[src/rtl/anton_neopixel_apb_bridge_pkg.sv]
// Shared types and helpers for the neopixel APB bridge.
// FSM encodings, error-count ceiling and channel-index sizing.
package anton_neopixel_apb_bridge_pkg;

  typedef enum logic [1:0] {
    ST_IDLE = 2'd0,
    ST_REQ  = 2'd1,
    ST_DONE = 2'd2
  } state_e;

  localparam logic [7:0] ERRCOUNT_MAX = 8'd255;

  // Channel index is always at least one bit wide, even for a single channel.
  function automatic int ch_bits(input int channels);
    return (channels > 2) ? $clog2(channels) : 1;
  endfunction

  function automatic int sanitize_channels(input int channels);
    if (channels < 1) return 1;
    if (channels > 16) return 16;
    return channels;
  endfunction

endpackage

[src/rtl/anton_neopixel_apb_bridge_if.sv]
// APB slave-side signal bundle for the neopixel bridge.
interface anton_neopixel_apb_bridge_if #(
  parameter int DATA_WIDTH     = 8,
  parameter int APB_ADDR_WIDTH = 22
);
  logic                      apbPselx;
  logic                      apbPenable;
  logic                      apbPwrite;
  logic [APB_ADDR_WIDTH-1:0] apbPaddr;
  logic [DATA_WIDTH-1:0]     apbPwData;
  logic [DATA_WIDTH-1:0]     apbPrData;
  logic                      apbPready;
  logic                      apbPslverr;

  modport master (
    output apbPselx, apbPenable, apbPwrite, apbPaddr, apbPwData,
    input  apbPrData, apbPready, apbPslverr
  );

  modport slave (
    input  apbPselx, apbPenable, apbPwrite, apbPaddr, apbPwData,
    output apbPrData, apbPready, apbPslverr
  );
endinterface

[src/rtl/anton_neopixel_apb_bridge_wait_timer.sv]
// Down-counting request timer: loaded on clear, expires on the TIMEOUT-th enabled cycle.
// TIMEOUT = 0 never expires.
module anton_neopixel_apb_bridge_wait_timer #(
  parameter int TIMEOUT = 64
) (
  input  logic clk_i,
  input  logic rst_ni,
  input  logic clear_i,
  input  logic enable_i,
  output logic expired_o
);
  localparam int W      = (TIMEOUT > 2) ? $clog2(TIMEOUT) : 1;
  localparam int LOAD_I = (TIMEOUT > 0) ? TIMEOUT - 1 : 0;
  localparam logic [W-1:0] LOAD = W'(LOAD_I);

  logic [W-1:0] cnt_q, cnt_d;

  always_comb begin
    cnt_d = cnt_q;
    if (clear_i) begin
      cnt_d = LOAD;
    end else if (enable_i && (cnt_q != '0)) begin
      cnt_d = cnt_q - W'(1);
    end
  end

  always_ff @(posedge clk_i or negedge rst_ni) begin
    if (!rst_ni) cnt_q <= '0;
    else         cnt_q <= cnt_d;
  end

  assign expired_o = (TIMEOUT != 0) && enable_i && (cnt_q == '0);

endmodule

[src/rtl/anton_neopixel_apb_bridge.sv]
// APB slave fronting CHANNELS neopixel bus ports; decodes the channel from upper
// address bits, holds a one-hot strobe until ready/timeout/abort, reports errors on PSLVERR.
module anton_neopixel_apb_bridge
  import anton_neopixel_apb_bridge_pkg::*;
#(
  parameter int DATA_WIDTH     = 8,
  parameter int CHANNELS       = 4,
  parameter int BUS_ADDR_WIDTH = 18,
  parameter int APB_ADDR_WIDTH = 22,
  parameter int TIMEOUT        = 64
) (
  input  logic                           apbPclk_i,
  input  logic                           apbPresern_i,
  anton_neopixel_apb_bridge_if.slave     apb,
  output logic [BUS_ADDR_WIDTH-1:0]      busAddr_o,
  output logic [DATA_WIDTH-1:0]          busDataIn_o,
  output logic [CHANNELS-1:0]            busWrite_o,
  output logic [CHANNELS-1:0]            busRead_o,
  input  logic [CHANNELS*DATA_WIDTH-1:0] busDataOut_i,
  input  logic [CHANNELS-1:0]            busReady_i,
  output logic [7:0]                     errCount_o
);
  localparam int CH_BITS = ch_bits(CHANNELS);
  localparam int CH_N    = sanitize_channels(CHANNELS);

  state_e                    state_q, state_d;
  logic [BUS_ADDR_WIDTH-1:0] addr_q, addr_d;
  logic [DATA_WIDTH-1:0]     wdata_q, wdata_d;
  logic [DATA_WIDTH-1:0]     prdata_q, prdata_d;
  logic [CH_BITS-1:0]        ch_q, ch_d;
  logic                      write_q, write_d;
  logic                      pready_q, pready_d;
  logic                      pslverr_q, pslverr_d;
  logic [CHANNELS-1:0]       wr_q, wr_d, rd_q, rd_d;
  logic [7:0]                errcnt_q, errcnt_d;

  logic [CH_BITS-1:0]    setup_ch;
  logic [CHANNELS-1:0]   setup_onehot;
  logic                  sel_ready;
  logic [DATA_WIDTH-1:0] sel_rdata;
  logic                  expired;
  logic                  unused_paddr;

  assign setup_ch     = apb.apbPaddr[BUS_ADDR_WIDTH+2 +: CH_BITS];
  assign unused_paddr = ^apb.apbPaddr;

  always_comb begin
    setup_onehot = '0;
    sel_ready    = 1'b0;
    sel_rdata    = '0;
    for (int c = 0; c < CHANNELS; c++) begin
      setup_onehot[c] = (setup_ch == CH_BITS'(c));
      if (ch_q == CH_BITS'(c)) begin
        sel_ready = busReady_i[c];
        sel_rdata = busDataOut_i[c*DATA_WIDTH +: DATA_WIDTH];
      end
    end
  end

  anton_neopixel_apb_bridge_wait_timer #(.TIMEOUT(TIMEOUT)) u_timer (
    .clk_i     (apbPclk_i),
    .rst_ni    (apbPresern_i),
    .clear_i   (state_q != ST_REQ),
    .enable_i  (state_q == ST_REQ),
    .expired_o (expired)
  );

  always_comb begin
    state_d   = state_q;
    addr_d    = addr_q;
    wdata_d   = wdata_q;
    prdata_d  = prdata_q;
    ch_d      = ch_q;
    write_d   = write_q;
    pready_d  = pready_q;
    pslverr_d = pslverr_q;
    wr_d      = wr_q;
    rd_d      = rd_q;
    errcnt_d  = errcnt_q;
    unique case (state_q)
      ST_IDLE: begin
        if (apb.apbPselx && !apb.apbPenable) begin
          ch_d    = setup_ch;
          write_d = apb.apbPwrite;
          if (int'(setup_ch) >= CH_N) begin
            state_d   = ST_DONE;
            prdata_d  = '0;
            pready_d  = 1'b1;
            pslverr_d = 1'b1;
          end else begin
            // Bus-side address/data only move when a channel is actually strobed.
            state_d = ST_REQ;
            addr_d  = apb.apbPaddr[BUS_ADDR_WIDTH+1:2];
            wdata_d = apb.apbPwData;
            if (apb.apbPwrite) wr_d = setup_onehot;
            else               rd_d = setup_onehot;
          end
        end
      end
      ST_REQ: begin
        if (!apb.apbPselx) begin
          state_d = ST_IDLE;
          wr_d    = '0;
          rd_d    = '0;
        end else if (sel_ready) begin
          state_d   = ST_DONE;
          prdata_d  = write_q ? '0 : sel_rdata;
          pready_d  = 1'b1;
          pslverr_d = 1'b0;
          wr_d      = '0;
          rd_d      = '0;
        end else if (expired) begin
          state_d   = ST_DONE;
          prdata_d  = '0;
          pready_d  = 1'b1;
          pslverr_d = 1'b1;
          wr_d      = '0;
          rd_d      = '0;
        end
      end
      ST_DONE: begin
        if (!apb.apbPselx || apb.apbPenable) begin
          state_d   = ST_IDLE;
          prdata_d  = '0;
          pready_d  = 1'b0;
          pslverr_d = 1'b0;
          if (apb.apbPselx && pslverr_q && (errcnt_q != ERRCOUNT_MAX)) begin
            errcnt_d = errcnt_q + 8'd1;
          end
        end
      end
      default: state_d = ST_IDLE;
    endcase
  end

  always_ff @(posedge apbPclk_i or negedge apbPresern_i) begin
    if (!apbPresern_i) begin
      state_q   <= ST_IDLE;
      addr_q    <= '0;
      wdata_q   <= '0;
      prdata_q  <= '0;
      ch_q      <= '0;
      write_q   <= 1'b0;
      pready_q  <= 1'b0;
      pslverr_q <= 1'b0;
      wr_q      <= '0;
      rd_q      <= '0;
      errcnt_q  <= '0;
    end else begin
      state_q   <= state_d;
      addr_q    <= addr_d;
      wdata_q   <= wdata_d;
      prdata_q  <= prdata_d;
      ch_q      <= ch_d;
      write_q   <= write_d;
      pready_q  <= pready_d;
      pslverr_q <= pslverr_d;
      wr_q      <= wr_d;
      rd_q      <= rd_d;
      errcnt_q  <= errcnt_d;
    end
  end

  assign apb.apbPrData  = prdata_q;
  assign apb.apbPready  = pready_q;
  assign apb.apbPslverr = pslverr_q;
  assign busAddr_o      = addr_q;
  assign busDataIn_o    = wdata_q;
  assign busWrite_o     = wr_q;
  assign busRead_o      = rd_q;
  assign errCount_o     = errcnt_q;

endmodule

[src/flat_wrapper.sv]
// flat-port wrapper written by rule: the top's interface ports become plain ports
module anton_neopixel_apb_bridge_flat import anton_neopixel_apb_bridge_pkg::*;
#(
  parameter int DATA_WIDTH     = 8,
  parameter int CHANNELS       = 4,
  parameter int BUS_ADDR_WIDTH = 18,
  parameter int APB_ADDR_WIDTH = 22,
  parameter int TIMEOUT        = 64
)
  (apbPclk_i, apbPresern_i, busAddr_o, busDataIn_o, busWrite_o, busRead_o, busDataOut_i, busReady_i, errCount_o, apb_apbPselx, apb_apbPenable, apb_apbPwrite, apb_apbPaddr, apb_apbPwData, apb_apbPrData, apb_apbPready, apb_apbPslverr);
  anton_neopixel_apb_bridge_if #(.DATA_WIDTH(DATA_WIDTH), .APB_ADDR_WIDTH(APB_ADDR_WIDTH)) apb_i ();
  input  logic apbPclk_i;
  input  logic apbPresern_i;
  output logic [BUS_ADDR_WIDTH-1:0] busAddr_o;
  output logic [DATA_WIDTH-1:0] busDataIn_o;
  output logic [CHANNELS-1:0] busWrite_o;
  output logic [CHANNELS-1:0] busRead_o;
  input  logic [CHANNELS*DATA_WIDTH-1:0] busDataOut_i;
  input  logic [CHANNELS-1:0] busReady_i;
  output logic [7:0] errCount_o;
  input wire logic [$bits(apb_i.apbPselx)-1:0] apb_apbPselx;
  input wire logic [$bits(apb_i.apbPenable)-1:0] apb_apbPenable;
  input wire logic [$bits(apb_i.apbPwrite)-1:0] apb_apbPwrite;
  input wire logic [$bits(apb_i.apbPaddr)-1:0] apb_apbPaddr;
  input wire logic [$bits(apb_i.apbPwData)-1:0] apb_apbPwData;
  output wire logic [$bits(apb_i.apbPrData)-1:0] apb_apbPrData;
  output wire logic [$bits(apb_i.apbPready)-1:0] apb_apbPready;
  output wire logic [$bits(apb_i.apbPslverr)-1:0] apb_apbPslverr;
  assign apb_i.apbPselx = apb_apbPselx;
  assign apb_i.apbPenable = apb_apbPenable;
  assign apb_i.apbPwrite = apb_apbPwrite;
  assign apb_i.apbPaddr = apb_apbPaddr;
  assign apb_i.apbPwData = apb_apbPwData;
  assign apb_apbPrData = apb_i.apbPrData;
  assign apb_apbPready = apb_i.apbPready;
  assign apb_apbPslverr = apb_i.apbPslverr;
  anton_neopixel_apb_bridge #(.DATA_WIDTH(DATA_WIDTH), .CHANNELS(CHANNELS), .BUS_ADDR_WIDTH(BUS_ADDR_WIDTH), .APB_ADDR_WIDTH(APB_ADDR_WIDTH), .TIMEOUT(TIMEOUT)) u_core (.apbPclk_i(apbPclk_i), .apbPresern_i(apbPresern_i), .apb(apb_i), .busAddr_o(busAddr_o), .busDataIn_o(busDataIn_o), .busWrite_o(busWrite_o), .busRead_o(busRead_o), .busDataOut_i(busDataOut_i), .busReady_i(busReady_i), .errCount_o(errCount_o));
endmodule
[config.mk]
export PLATFORM = sky130hd
export DESIGN_NAME = anton_neopixel_apb_bridge_flat
export DESIGN_NICKNAME = d
export VERILOG_FILES = /design/src/rtl/anton_neopixel_apb_bridge_pkg.sv /design/src/rtl/anton_neopixel_apb_bridge_if.sv /design/src/rtl/anton_neopixel_apb_bridge_wait_timer.sv /design/src/rtl/anton_neopixel_apb_bridge.sv /design/src/flat_wrapper.sv
export SDC_FILE = /design/constraint.sdc
export NUM_CORES = 1
export LEC_CHECK = 0
export CAP_MARGIN = 20
export CORE_MARGIN = 2
export CORE_UTILIZATION = 43
export DETAILED_ROUTE_END_ITERATION = 16
export GPL_TIMING_DRIVEN = 0
export PLACE_DENSITY = 0.92
export SETUP_SLACK_MARGIN = 0.15
export SYNTH_ARGS = -nofsm -noshare
export SYNTH_HDL_FRONTEND = slang
export SYNTH_SLANG_ARGS = --single-unit
export TNS_END_PERCENT = 100
[constraint.sdc]
create_clock -name apbPclk_i -period 2.6 [get_ports apbPclk_i]
set_clock_uncertainty 0.2 [all_clocks]
set_input_delay 0.65 -clock apbPclk_i [delete_from_list [all_inputs] [get_ports apbPclk_i]]
set_output_delay 0.65 -clock apbPclk_i [all_outputs]
set_load 0.01 [all_outputs]
# After elaboration in Yosys (flattened, before gate mapping)
# Cells that the tools add are included.
# op_classes
n_addsub	2
n_eq_ne	17
muxes	39
n_reduce_logical	22
# ops
cell	count
$mux W8	9
$mux W4	7
$pmux W4 S2	2
$pmux W8 S2	1
$mux W6	2
$reduce_and A4 Y1	3
$eq A2 B2 Y1 const B	5
$mux W1	10
$mux W2	5
$add A8 B1 Y8 const B	1
$ne A8 B8 Y1 const B	1
$eq A2 B1 Y1 const B	3
$logic_not A2 Y1	3
$logic_not A6 Y1	1
$ne A2 B1 Y1 const B	3
$ne A2 B2 Y1 const B	3
$pmux W2 S3	1
$reduce_and A3 Y1	2
$reduce_bool A2 Y1	3
$reduce_bool A6 Y1	1
$sub A6 B1 Y6 const B	1
$logic_and A1 B1 Y1	5
$ne A4 B2 Y1 const B	1
$pmux W1 S2	2
other kinds (4)	5
# word_totals
reg_bits	63
input_bits	71
output_inout_bits	52
wordCells	92

# Depth between registers and ports, before layout
# depth
word_depth	9
ltp_mapped	7
mapped_depth_nobuf	6

# Modules after synthesis
# A second synthesis with hierarchy kept.
# hier_totals
cells_unflattened	236
hier_area_um2	3036.7
# modules_own_cells
module	n_inst	cells_each	area_per_inst_um2	seq_area_each_um2
anton_neopixel_apb_bridge	1	195	2632.5	1426.4
anton_neopixel_apb_bridge_wait_timer	1	41	404.1	150.1

# Worst setup path before layout
# OpenSTA, ideal clock, no wires.
# synth_timing
path_type	in2reg
startpoint	input busReady_i[3]
endpoint	register u_core.rd_q[0] (netlist: u_core.busRead_o[0])
setup_ps	121
t_arrival_ps	1674
required_time_ps	2279
slack_ps	605
cell_stages	4
path_buffers	0
cell_sequence	mux4_2 > a21oi_1 > a21oi_1 > a22o_1
# synth_via
elab_chain_len	4
word_cells_on_any_way	6
classes_between	eq/ne: 1; mux: 4; reduce/logical: 1
# synth_lines
element	line_no	source
start, declared	flat_wrapper.sv:19	input logic [CHANNELS-1:0] busReady_i;
$mux W1 *	anton_neopixel_apb_bridge.sv:53	if (ch_q == CH_BITS'(c)) begin
$mux W4	anton_neopixel_apb_bridge.sv:105	end else if (sel_ready) begin
$mux W4	anton_neopixel_apb_bridge.sv:101	if (!apb.apbPselx) begin
$pmux W4 S2	anton_neopixel_apb_bridge.sv:80	unique case (state_q)
end signal, assigned	anton_neopixel_apb_bridge.sv:159	rd_q <= rd_d;
end, declared	anton_neopixel_apb_bridge.sv:34	logic [CHANNELS-1:0] wr_q, wr_d, rd_q, rd_d;
# Every way passes the cells marked *; elsewhere a longest branch is shown, timed or not.
# A chain may end at the register's enable or synchronous reset.

# Final worst setup path
# layout_timing
startpoint	input busReady_i[1]
endpoint	register u_core.rd_q[0] (netlist: u_core.busRead_o[0])
# layout_via
elab_chain_len	6
word_cells_on_any_way	8
classes_between	eq/ne: 1; mux: 6; reduce/logical: 1
# layout_lines
element	line_no
$mux W1 * (3 in a row)	anton_neopixel_apb_bridge.sv:53
$mux W4	anton_neopixel_apb_bridge.sv:105
$mux W4	anton_neopixel_apb_bridge.sv:101
$pmux W4 S2	anton_neopixel_apb_bridge.sv:80
# Marked as above.

==> impl_metrics.csv <==
group,metric,value,unit
outcome,status,"finished clean",
finish,multi_input_area,1224,µm²
synth,ys_ff_latch,63,
power_and_ir_drop,max-vdd-ir-drop,0.4216,mV
routing,via_per_inst,5.289,
setup_path,end_kind,"flop",
setup_path,critPathMaxFanout,4,
synth,synth-edff-count,0,
placed_design,hpwl,5809,µm
clock_network,tritoncts,"yes",
timing,rsz0062_at_grt,"no",
floorplanning,die_w,86.22,µm
timing,finalHoldViolations,0,
clock_network,holdBufCountCts,0,
global_routing,grt_pass1_wl,12550,µm
clock_network,cts-root-buf,"clkbuf_8",
routing,vias,2618,
clock_network,clk_latency,0.33,ns
clock_network,clkTransAtPathRegs,0.07,ns
setup_path,ff2ff_path_depth,4,
timing,fin_setup_tns,0,ns
finish,fillCellCount,491,
setup_path,rrSetupSlack,0.37,ns
placed_design,dp.cells,479,
synth,async_reset_ff_frac,1.000,
synth,synth_top_area_cell,"dfrtp_1",
power_and_ir_drop,p_total,3247,µW
clock_network,cts_buffer_depth,2,
synth,ys_warn_count,0,
synth,synth-seq-area-share,0.5424,
routing,drc,0,
timing,setup_viol,0,
floorplanning,io_pins,123,
timing,worst_pin_slew,0.5398,ns
min_path,hold_path_class,"in -> async",
floorplanning,dieArea,7433,µm²
finish,seq_area,1577,µm²
synth,syn_nets,355,
clock_network,htreeDepth,3,
synth,synth_top_area_frac,0.5424,
routing,wl_per_cell,15.52,µm
global_routing,grt_use_total,0.2144,
synth,syn_avg_cell_area,10.34,µm²
routing,ant_nets,0,
flow_run,max_cap_viol_count,0,
synth,synth_ff_type,"dfrtp_1",
timing,finalCriticalPeriod,2.303,ns
timing,slew_headroom,0.6374,
floorplanning,core.rowCount,29,
routing,first_pass_iters,4,
timing,period_share,0.8859,
finish,nets,487,
timing,slew_viol_final,0,
clock_network,cts.sinks,63,
floorplanning,core_area,6459,µm²
finish,drive_above_1_share,0.09330,
timing,clock.fmax,434.1,MHz
finish,num_antenna_cells,0,
synth,synth_most_common_cell,"nand2_1",
placed_design,gp_congestion,0.9058,
finish,fin_cells,495,
timing,fin_ws,0.2966,ns
setup_path,r2r-start,"u_core.u_timer.cnt_q[3]",
setup_path,startpoint_type,"primary input",
setup_path,worst_ep_required_time,2.62,ns
setup_path,cp-endpoint,"u_core.busRead_o[0]",
global_routing,grt_max_degree,42,
synth,synth_area,2907,µm²
setup_path,crit_arrival,2.32,ns
setup_path,critPathKind,"in -> reg",
synth,synth_cell_types,38,
power_and_ir_drop,power.density,735.2,nW/µm²
floorplanning,initial_utilization,0.4500,
global_routing,grt_overflow,0,
synth,ys_top_cells_by_count,"93 x nand2_1, 63 x dfrtp_1, 13 x inv_1",
setup_path,timing.rr.end,"u_core.busWrite_o[0]",
power_and_ir_drop,p_leak,0.002027,µW
placed_design,pre_cts_slack,-0.08057,ns
synth,netlist_instances,281,
synth,synth_area_leaders,"dfrtp_1 54%, nand2_1 12%, mux4_2 7.0%",
setup_path,startpoint,"busReady_i[1]",
global_routing,grt_pass1_vias,2722,
routing,dr.first_iter.drc_count,132,
placed_design,io_buffers,120,
clock_network,cts_buffers,9,
global_routing,antenna_found_initial,0,
routing,routed_wl,7682,µm
floorplanning,die_y,86.22,µm
finish,area_delta_synth_final,51.96,%
## placed cells by master (no fill, tap or decap), types with 3 or more instances in the layout
master | synthesis | routed
clkbuf_1 | 5 | 6
dfrtp_1 | 63 | 63
ha_1 | 3 | 3
inv_1 | 13 | 13
a21oi_1 | 7 | 7
nand3_1 | 3 | 3
nand4_1 | 5 | 5
buf_2 | 6 | 7
xor2_1 | 5 | 5
nor2_1 | 7 | 7
clkdlybuf4s50_1 | 0 | 119
o2bb2ai_1 | 12 | 12
mux4_2 | 9 | 9
clkbuf_8 | 0 | 13
nor3_1 | 3 | 3
nor2b_1 | 4 | 3
and2_1 | 4 | 4
nand2_1 | 93 | 93
xnor2_1 | 4 | 4
o21ai_0 | 7 | 7
a22o_1 | 4 | 4
## logic make-up (layout without fill, tap and decap cells)
| family | after synthesis | after routing | share of synthesized area |
|---|---|---|---|
| AO/OA/AOI/OAI | 44 | 44 | 0.1162 |
| XOR/XNOR | 9 | 9 | 0.02712 |
| adder cells (fa/ha/maj) | 3 | 3 | 0.01292 |
| buffers and inverters | 25 | 162 | 0.03745 |
| flip-flops | 63 | 63 | 0.5424 |
| multiplexers | 12 | 12 | 0.08093 |
| AND/OR/NAND/NOR | 125 | 125 | 0.1830 |
## report_power, final
group | internal (µW) | leakage, µW | switching (µW)
Sequential | 1190 | 0.000792 | 116
Clock | 450 | 0.0000987 | 365
Combinational | 649 | 0.00114 | 476
Total | 2290 | 0.00203 | 956
## critical path, stage by stage
cell             delay [ns]
clkdlybuf4s50_1        0.41
mux4_2                 0.51
a21oi_1                0.33
a21oi_1                0.18
a22o_1                 0.23
## through the flow
step                      area, µm²  utilization  hold WS [ns]
after floorplan                2907            -        0.1544
after global placement         4204       0.6509        0.2582
after detailed placement       4219       0.6532        0.2610
after CTS                      4414       0.6835       0.09013
after global routing           4417       0.6838        0.1223
final                          4417       0.6838       0.08440
## registers in the layout (all words and copies together) (netlist names)
register	flops
u_core.busDataIn_o	8
u_core.apb.apbPready	1
u_core.errCount_o	8
u_core.busWrite_o	4
u_core.busRead_o	4
u_core.u_timer.cnt_q	6
u_core.busAddr_o	18
u_core.ch_q	2
u_core.write_q	1
u_core.apb.apbPslverr	1
u_core.apb.apbPrData	8
u_core.state_q	2
## timing repair
item	CTS	global route
resized for setup	0	1
setup endpoints to repair	0	27
endpoints found under the hold margin	0	0
buffers inserted	0	0
## worst min path at each step
stage / startpoint / endpoint / slack (ns) / depth (start not counted)
4_1_cts: apbPresern_i / u_core.errCount_o[7] / 0.09 / 1
3_3_place_gp: u_core.busAddr_o[5] / u_core.busAddr_o[5] / 0.26 / 2
3_5_place_dp: u_core.busDataIn_o[7] / u_core.busDataIn_o[7] / 0.26 / 2
5_1_grt: apbPresern_i / u_core.errCount_o[7] / 0.12 / 1
6_report: apbPresern_i / u_core.errCount_o[5] / 0.08 / 1
2_1_floorplan: apbPresern_i / u_core.apb.apbPrData[0] / 0.15 / 0
## routing by layer
layer	global-route usage	vias to the layer above	share of wire
met1	0.2610	1252	0.40
met2	0.3538	125	0.49
li1	-	1226	-
met3	0.06000	15	0.093
met5	0	-	0
met4	0.1023	0	0.018
## cell type report
type / instances / share of cell area
Timing Repair Buffer: 121 / 0.2754
Multi-Input combinational cell: 193 / 0.2771
Clock buffer: 14 / 0.04136
Tap cell: 77 / 0.02181
Clock inverter: 2 / 0.002833
Buffer: 12 / 0.01360
Inverter: 13 / 0.01105
Sequential cell: 63 / 0.3569
Note: power is estimated with default switching activity, not from simulation.
